### src/rtl/mcycle_unit.sv
// Purpose: iterative unsigned multiply (shift-add) / divide (restoring), one bit per cycle.
// Latency: Start accepted in cycle 0, Busy high cycles 0..WIDTH, Done pulse in cycle WIDTH+1.
// Backpressure: Busy stalls the requester combinationally; Start is ignored unless IDLE.
module mcycle_unit #(
  parameter int WIDTH = 32
) (
  input  logic             CLK,
  input  logic             Reset,
  input  logic             Start,
  input  logic             MCycleOp,
  input  logic [WIDTH-1:0] Operand1,
  input  logic [WIDTH-1:0] Operand2,
  output logic [WIDTH-1:0] Result1,
  output logic [WIDTH-1:0] Result2,
  output logic             Busy,
  output logic             Done
);

  localparam int CW = (WIDTH > 1) ? $clog2(WIDTH) : 1;

  typedef enum logic [1:0] {
    IDLE    = 2'd0,
    COMPUTE = 2'd1,
    DONE    = 2'd2
  } state_t;

  state_t             state_q, state_d;
  logic [CW-1:0]      cnt_q, cnt_d;
  // acc holds {high, low}: product accumulator for multiply, {remainder, quotient/dividend} for divide
  logic [2*WIDTH-1:0] acc_q, acc_d;
  logic [WIDTH-1:0]   opnd_q, opnd_d;
  logic               op_q, op_d;
  logic [WIDTH-1:0]   res1_q, res1_d;
  logic [WIDTH-1:0]   res2_q, res2_d;
  logic               done_q, done_d;

  logic [WIDTH:0]     mul_sum;
  logic [2*WIDTH-1:0] mul_next;
  logic [WIDTH:0]     rem_sh;
  logic [WIDTH:0]     div_diff;
  logic [2*WIDTH-1:0] div_next;
  logic [2*WIDTH-1:0] step_next;

  // One datapath iteration for each operation; the MSB of the divide difference is the borrow.
  always_comb begin
    mul_sum  = {1'b0, acc_q[2*WIDTH-1:WIDTH]} + (acc_q[0] ? {1'b0, opnd_q} : {(WIDTH+1){1'b0}});
    mul_next = {mul_sum, acc_q[WIDTH-1:1]};
    rem_sh   = acc_q[2*WIDTH-1:WIDTH-1];
    div_diff = rem_sh - {1'b0, opnd_q};
    if (!div_diff[WIDTH]) begin
      div_next = {div_diff[WIDTH-1:0], acc_q[WIDTH-2:0], 1'b1};
    end else begin
      div_next = {rem_sh[WIDTH-1:0], acc_q[WIDTH-2:0], 1'b0};
    end
    step_next = op_q ? div_next : mul_next;
  end

  // Next-state logic: accept in IDLE, iterate WIDTH times, publish results on the last iteration.
  always_comb begin
    state_d = state_q;
    cnt_d   = cnt_q;
    acc_d   = acc_q;
    opnd_d  = opnd_q;
    op_d    = op_q;
    res1_d  = res1_q;
    res2_d  = res2_q;
    done_d  = 1'b0;
    case (state_q)
      IDLE: begin
        if (Start) begin
          state_d = COMPUTE;
          cnt_d   = '0;
          acc_d   = {{WIDTH{1'b0}}, Operand1};
          opnd_d  = Operand2;
          op_d    = MCycleOp;
        end
      end
      COMPUTE: begin
        acc_d = step_next;
        cnt_d = cnt_q + CW'(1);
        if (cnt_q == CW'(WIDTH - 1)) begin
          state_d = DONE;
          res1_d  = step_next[WIDTH-1:0];
          res2_d  = step_next[2*WIDTH-1:WIDTH];
          done_d  = 1'b1;
        end
      end
      DONE: begin
        state_d = IDLE;
      end
      default: begin
        state_d = IDLE;
      end
    endcase
  end

  // State and output registers, cleared asynchronously so an aborted operation leaves no trace.
  always_ff @(posedge CLK or posedge Reset) begin
    if (Reset) begin
      state_q <= IDLE;
      cnt_q   <= '0;
      acc_q   <= '0;
      opnd_q  <= '0;
      op_q    <= 1'b0;
      res1_q  <= '0;
      res2_q  <= '0;
      done_q  <= 1'b0;
    end else begin
      state_q <= state_d;
      cnt_q   <= cnt_d;
      acc_q   <= acc_d;
      opnd_q  <= opnd_d;
      op_q    <= op_d;
      res1_q  <= res1_d;
      res2_q  <= res2_d;
      done_q  <= done_d;
    end
  end

  // Busy must stall the pipeline in the same cycle Start is raised, so it is not registered.
  assign Busy    = ~Reset & ((state_q == COMPUTE) | ((state_q == IDLE) & Start));
  assign Done    = done_q;
  assign Result1 = res1_q;
  assign Result2 = res2_q;

endmodule

### config.mk
export PLATFORM = sky130hd
export DESIGN_NAME = mcycle_unit
export DESIGN_NICKNAME = d
export VERILOG_FILES = /design/src/rtl/mcycle_unit.sv
export SDC_FILE = /design/constraint.sdc
export NUM_CORES = 1
export LEC_CHECK = 0
export BUFFER_PORTS_ARGS = -buffer_cell sky130_fd_sc_hd__clkbuf_2
export CORE_MARGIN = 2
export CORE_UTILIZATION = 60
export DETAILED_ROUTE_END_ITERATION = 10
export PLACE_DENSITY = 0.8
export SKIP_LAST_GASP = 1
export SYNTH_ARGS = -nofsm -noshare
export SYNTH_HDL_FRONTEND = slang
export SYNTH_SLANG_ARGS = --single-unit
### constraint.sdc
create_clock -name CLK -period 8.5 [get_ports CLK]
set_clock_uncertainty 0.2 [all_clocks]
set_input_delay 1.7 -clock CLK [delete_from_list [all_inputs] [get_ports CLK]]
set_output_delay 1.7 -clock CLK [all_outputs]
set_load 0.01 [all_outputs]
* Yosys cells after proc, flatten, opt, wreduce, memory -nomap -nowiden *
Index checks and enable logic that the tools add are counted.

storage, ports and cells
  register bits after elaboration = 169
  input port bits = 68

cells by class
  add/sub/neg operators = 3
  equal/unequal tests = 4
  mux-type cells = 12
  bitwise operators = 4
  reduce and logical (&&, ||, !) cells = 6

operators by type and width
  cell                 number
  $mux 64              3
  $pmux 64 s2          1
  $add 32x32->33       1
  $sub 33x32->33       1
  $mux 32              1
  $pmux 5 s2           1
  $reduce_and 2->1     4
  $add 5x1->5 const B  1
  $eq 5x5->1 const B   1
  $mux 5               1
  $mux 2               2
  $ne 2x2->1 const B   2
  $pmux 2 s2           1
  $and 1x1->1          2
  $eq 2x1->1 const B   1
  $logic_not 2->1      1
  $mux 1               2
  $reduce_bool 2->1    1
  $not 1->1            1
  $or 1x1->1           1

* Depth between registers and ports, before layout *
Gate-level depths: netlist (run 1).

  depth after elaboration = 4
  depth in mapped cells = 14
  depth with buffers taken out = 13

* Least setup slack after synthesis (run 1) *
OpenSTA, ideal clock, no wires.

  path kind = input-to-output
  start point = in Start
  end point = out Busy
  data arrival time = 2663 ps
  required time = 6600 ps
  setup slack = 3937 ps
  stages = 4
  buffers on the path = 2
  path through = o21bai_1 -> clkbuf_1 -> buf_1 -> nor2_1

on the way
  word-level cells in the longest chain between the ends = 3

RTL lines
  what             RTL line  RTL
  start, declared  9         input logic Start,
  $and 1x1->1      121       assign Busy = ~Reset & ((state_q == COMPUTE) | ((state_q == IDLE) & Start));
  $or 1x1->1       121
  $and 1x1->1      121
  end, declared    15        output logic Busy,

Every way passes these cells.

* Final worst setup path (run 1) *
Ends and elaborated chain as after synthesis.

==> out/metrics.cfg, run 1 <==
[sta]
tightest_slew_ns = 1.08
rsz0062_at_grt = no
slew_viol_final = 0
finalSetupViolations = 0
fmax_mhz = 214
hold_viol = 0
tns_ns = 0
slew_headroom_pct = 28.2
post-route-period-util_pct = 55.0
period_minus_slack_ns = 4.67

[global_route]
grt_remaining_overflow = 0
grt.busiest_layer = met2
grt_pass1_wl_um = 50800
met3_usage_pct = 7.68
grt_use_total_pct = 32.0
grt.met2_usage_pct = 50.5
antenna_found_initial = 0
met1_usage_pct = 43.6
grt_pass1_vias = 9965
grt_max_degree = 87

[floorplan]
die_y_um = 141
die-area_um2 = 19900
core_area_um2 = 18600
initial_core_util_pct = 60.8
die_width_um = 141
rows = 50
io_pins = 134

[clock_tree]
cts_max_path_buffers = 2
clk-insertion-delay-late_ns = 0.45
post_cts_buffers = 0
cts_tree = done
cts.sinks = 169
cts_buffers = 17
post_cts_resized = 0
cts-root-buf = clkbuf_16
htreeDepth = 4
holdBufCountCts = 0
clkSlewWorstSetupHoldPaths_ns = 0.08

[synth]
seq_area_frac_synth_pct = 37.4
synthTopCellsByArea = dfrtp_1, ha_1, nand2_1
avgSynthCellArea_um2 = 8.52
postSynthCellCount = 1325
syn-num-nets = 1461
synth_cell_type_count = 76
synth_area_leader_cell = dfrtp_1
yosysTopAreaCellShare_pct = 37.4
yosys_most_used_dff = dfrtp_1
async_flop_share_pct = 100
syn-cell-area_um2 = 11300
synth_edf_count = 0
yosysWarnings = 0
yosys_register_bits = 169

[worst_setup_path]
worstRegToRegCells = 11
required_ns = 6.60
path_cells = clkbuf_2 -> o21bai_4 -> buf_4 -> nor2_1 -> clkbuf_2
slowest_delay_ns = 0.63
critPathLaunchType = input port
slowest_stage = buf_4
timing.rr.end = Result2[31]$_DFFE_PP0P_
end_kind = primary output
regToRegSetupSlack_ns = 4.00
worstReg2RegStart = acc_q[0]$_DFFE_PP0P_
crit_top_cell = clkbuf_2
crit_arrival_ns = 2.77
critPathKind = input port to primary output
critPathLaunch = Start
cp-endpoint = Busy
crit_fanout = 69

[route]
drt_iter0_drc = 883
postRouteAntennaNets = 0
via_count = 10300
dr.pass1.iters = 7
via_per_inst = 6.16
drc = 0
avgRoutedWirePerCell_um = 18.7
routed_wl_um = 31200

[placement]
place_congestion = 0.976
port-buffer-count = 133
hpwl_um = 21400

[finish]
n_antenna_cell = 0
drive_gt1_share_pct = 16.0
fin_nets = 1556
layout_commonest_cell = nand2_1
layout_common_cells = nand2_1, dfrtp_1, clkbuf_2
areaGrowthSynthToFinish_pct = 12.5

[run]
cap_violations = 0

[min_path]
hold_path.class = register to register

[outcome]
status = completed

## synthesized netlist by cell type (20+ instances only)
cell type / n
mux2i_1: 33
nor2_1: 76
xor2_1: 20
a21oi_1: 105
mux2_2: 24
inv_1: 112
a22o_1: 20
xnor2_1: 32
o21ai_0: 122
and2_1: 35
ha_1: 66
a22oi_1: 34
a31oi_1: 24
clkbuf_1: 51
dfrtp_1: 169
nand2_1: 179
## worst min path at each step
| stage | to | depth (start not counted) | slack, ns | from |
|---|---|---|---|---|
| floorplan | cnt_q[3]$_DFFE_PP0P_ | 1 | 0.25 | cnt_q[3]$_DFFE_PP0P_ |
| global placement | Result1[0]$_DFFE_PP0P_ | 2 | 0.26 | Result1[0]$_DFFE_PP0P_ |
| detailed placement | Result1[18]$_DFFE_PP0P_ | 2 | 0.27 | Result1[18]$_DFFE_PP0P_ |
| CTS | cnt_q[3]$_DFFE_PP0P_ | 1 | 0.29 | cnt_q[3]$_DFFE_PP0P_ |
| global route | cnt_q[3]$_DFFE_PP0P_ | 1 | 0.32 | cnt_q[3]$_DFFE_PP0P_ |
| finish | Result1[17]$_DFFE_PP0P_ | 2 | 0.28 | Result1[17]$_DFFE_PP0P_ |
## cells by family (layout without fill, tap and decap cells)
kind of cell,after synthesis,in the layout,synth area share [%]
AO/OA/AOI/OAI,419,419,23.7
flip-flops,169,169,37.4
XOR/XNOR,54,54,4.32
AND/OR/NAND/NOR,375,375,15.1
adder cells (fa/ha/maj),68,68,7.67
buffers and inverters,183,291,6.44
multiplexers,57,57,5.32
## area by class of cell
type,instances,area [um2]
clock buffers,17,425
clock inverters,15,195
fillers,1505,5880
inverters,113,429
multi-input cells,973,6360
flip-flops and latches,169,4230
well taps,234,293
repair buffers,146,763
## metrics by stage
| stage | std cells | setup slack (ns) | instance area, um2 | utilization, % | hold slack [ns] |
|---|---|---|---|---|---|
| floorplan | 1325 | 2.02 | 11300 | - | 0.250 |
| global placement | 1635 | 3.80 | 12100 | 65.0 | 0.262 |
| detailed placement | 1635 | 3.80 | 12100 | 65.0 | 0.273 |
| CTS | 1667 | 3.81 | 12700 | 68.4 | 0.291 |
| global route | 1667 | 3.66 | 12700 | 68.4 | 0.321 |
| finish | 1667 | 3.83 | 12700 | 68.4 | 0.284 |
## layer usage
layer | vias to the layer above | wire [um]
li1 | 4852 | -
met1 | 4903 | 13600
met2 | 451 | 14300
met3 | 64 | 2480
met4 | 0 | 837
met5 | - | 0
## sequential cells by signal, indices dropped and copies added (netlist names)
register and cells:
Done 1, Result1 32, Result2 32, acc_q 64
cnt_q 5, op_q 1, opnd_q 32, state_q 2
## worst max-delay path: cells and delay by family
| family | cells | cell delay (ns) |
|---|---|---|
| and+or+nand+nor | 1 | 0.08 |
| buffers and inverters | 3 | 0.89 |
| AOI/OAI and AO/OA | 1 | 0.10 |
Power of run 1 is not shown: default switching activity piles up to over one toggle a cycle in this logic, so the estimate is an artifact.
==> run 2: changes to the inputs <==
- clock period: 8.5 -> 4.6 ns (I/O delays scaled with it)
==> run 2 against run 1 <==
  * Die area did not move
  * Via count is 0.62% higher
  * Cell count rose by 0.42%
  * Non-clock buffer count up 7
  * Sequential share of layout area shrank 0.29 points
  * Flip-flop and latch count unchanged
  * Register-to-register slack worse by 3.3 ns
  * Setup slack lost 3.2 ns
  * Critical path depth grew 6
  * Global-route usage grew 1.1 points
  * Routed wire length rose by 4.0%
==> out/metrics.cfg, run 2 (synthesis gave the netlist of run 1 again) <==
[worst_setup_path]
critPathKind = register to register  ; was input port to primary output
slowest_delay_ns = 0.71  ; was 0.63 ns
cp.depth = 11  ; was 5
regToRegSetupSlack_ns = 0.66  ; was 4.00 ns
slowest_stage = a2111oi_0  ; was buf_4
crit_fanout = 33  ; was 69
timing.rr.end = Result2[31]$_DFFE_PP0P_  ; unchanged
critPathLaunch = acc_q[0]$_DFFE_PP0P_  ; was Start
crit_arrival_ns = 4.04  ; was 2.77 ns
worstReg2RegStart = acc_q[0]$_DFFE_PP0P_  ; unchanged
end_kind = register  ; was primary output
crit_top_cell = o21ai_0  ; was clkbuf_2
cp-endpoint = Result2[31]$_DFFE_PP0P_  ; was Busy
critPathLaunchType = register  ; was input port
crit_buf_inv = 1  ; was 3
path_cells = buf_4 -> and2_1 -> fa_1 -> a211oi_1 -> o21ai_0 -> a31oi_1 -> o21bai_1 -> a21oi_1 -> o21ai_0 -> a2111oi_0 -> o31ai_1  ; was clkbuf_2 -> o21bai_4 -> buf_4 -> nor2_1 -> clkbuf_2
worstRegToRegCells = 11  ; unchanged
required_ns = 4.70  ; was 6.60 ns
crit_family = compound AO/OA/AOI/OAI gates  ; was buffers and inverters

[finish]
drive_gt1_share_pct = 16.4  ; was 16.0%
largest_reg_flops = 64  ; unchanged
layout.cells.non_filler = 1674  ; was 1667
layout_commonest_cell = nand2_1  ; unchanged
n_antenna_cell = 0  ; unchanged
areaGrowthSynthToFinish_pct = 13.5  ; was 12.5%
fill_cells = 1531  ; was 1505
regMostFlops = acc_q  ; unchanged
layout_common_cells = nand2_1, dfrtp_1, clkbuf_2  ; unchanged
fin_nets = 1563  ; was 1556

[clock_tree]
cts.sinks = 169  ; unchanged
clk-insertion-delay-late_ns = 0.45  ; about the same
cts_tree = done  ; unchanged
clkSlewWorstSetupHoldPaths_ns = 0.09  ; was 0.08 ns
htreeDepth = 4  ; unchanged
cts-root-buf = clkbuf_16  ; unchanged
cts_buffers = 17  ; unchanged
post_cts_resized = 0  ; unchanged
holdBufCountCts = 0  ; unchanged
cts_max_path_buffers = 2  ; unchanged
post_cts_buffers = 0  ; unchanged

[sta]
slew_viol_final = 0  ; unchanged
slew_headroom_pct = 37.1  ; was 28.2%
finalSetupViolations = 0  ; unchanged
tns_ns = 0  ; unchanged
period_minus_slack_ns = 3.94
post-route-period-util_pct = 85.6
hold_viol = 0  ; unchanged
fmax_mhz = 254
rsz0062_at_grt = no  ; unchanged
worst_slack_ns = 0.662  ; was 3.83 ns
tightest_slew_ns = 0.942  ; was 1.08 ns

[route]
maxUsedRoutingLayer = met4  ; unchanged
route.met2.wl_um = 15300  ; was 14300 um
via_count = 10300  ; about the same
wl_met3_um = 2550  ; was 2480 um
postRouteAntennaNets = 0  ; unchanged
wl_met1_um = 13700  ; was 13600 um
drt_iter0_drc = 894  ; was 883
via_per_inst = 6.17  ; was 6.16
routed_wl_um = 32400  ; was 31200 um
avgRoutedWirePerCell_um = 19.4  ; was 18.7 um
dr.pass1.iters = 5  ; was 7
drc = 0  ; unchanged

[floorplan]
initial_core_util_pct = 60.8  ; unchanged
rows = 50  ; unchanged
die_y_um = 141  ; unchanged
die_width_um = 141  ; unchanged
core_area_um2 = 18600  ; unchanged
die-area_um2 = 19900  ; unchanged
io_pins = 134  ; unchanged

[placement]
dp.cells = 1642  ; was 1635
place_congestion = 0.967  ; was 0.976
hpwl_um = 23100  ; was 21400 um
dpl_worst_slack_ns = 0.746  ; was 3.80 ns
port-buffer-count = 133  ; unchanged

[global_route]
grt_remaining_overflow = 0  ; unchanged
grt_max_degree = 84  ; was 87
grt_pass1_vias = 10100  ; was 9965
grt_use_total_pct = 33.1  ; was 32.0%
antenna_found_initial = 0  ; unchanged
grt_pass1_wl_um = 52500  ; was 50800 um

[min_path]
hold_path.class = register to register  ; unchanged
hold_start = Result1[22]$_DFFE_PP0P_  ; was Result1[17]$_DFFE_PP0P_

[run]
cap_violations = 0  ; unchanged

[outcome]
status = completed  ; unchanged

## run 2: through the flow
| stage | hold WS (ns) | cell area (um2) | util [%] |
|---|---|---|---|
| after floorplan | 0.250 | 11300 | - |
| after global placement | 0.263 | 12200 | 65.5 |
| after detailed placement | 0.269 | 12200 | 65.5 |
| after CTS | 0.288 | 12800 | 69.0 |
| after global routing | 0.311 | 12800 | 69.0 |
| final | 0.281 | 12800 | 69.0 |
## run 2: metal layers
metal | vias to the layer above | global-route usage (%)
li1 | 4869 | -
met1 | 4940 | 43.7
met2 | 457 | 54.1
met3 | 68 | 7.37
met4 | 0 | 11.5
met5 | - | 0
## run 2: how the worst min path moves through the flow
stage	slack [ns]	cells after the start	end
floorplan	0.25	1	cnt_q[3]$_DFFE_PP0P_
global placement	0.26	2	Result1[28]$_DFFE_PP0P_
detailed placement	0.27	2	Result1[28]$_DFFE_PP0P_
CTS	0.29	2	Result1[28]$_DFFE_PP0P_
global route	0.31	2	Result2[23]$_DFFE_PP0P_
finish	0.28	2	Result1[22]$_DFFE_PP0P_
## run 2: layout make-up
class,count,area [um2],area share [%]
Multi-Input combinational cell,973,6360,49.7
Sequential cell,169,4230,33.0
Timing Repair Buffer,153,853,6.66
Inverter,113,428,3.34
Clock buffer,17,425,3.32
Tap cell,234,293,2.29
Clock inverter,15,216,1.69
## run 2: worst register-to-register path: stages (launching register included)
cell and delay, ns:
dfrtp_1 0.39, buf_4 0.23, and2_1 0.23, fa_1 0.42
a211oi_1 0.22, o21ai_0 0.16, a31oi_1 0.37, o21bai_1 0.24
a21oi_1 0.36, o21ai_0 0.14, a2111oi_0 0.71, o31ai_1 0.12
Power of run 2 is left out for the same reason.
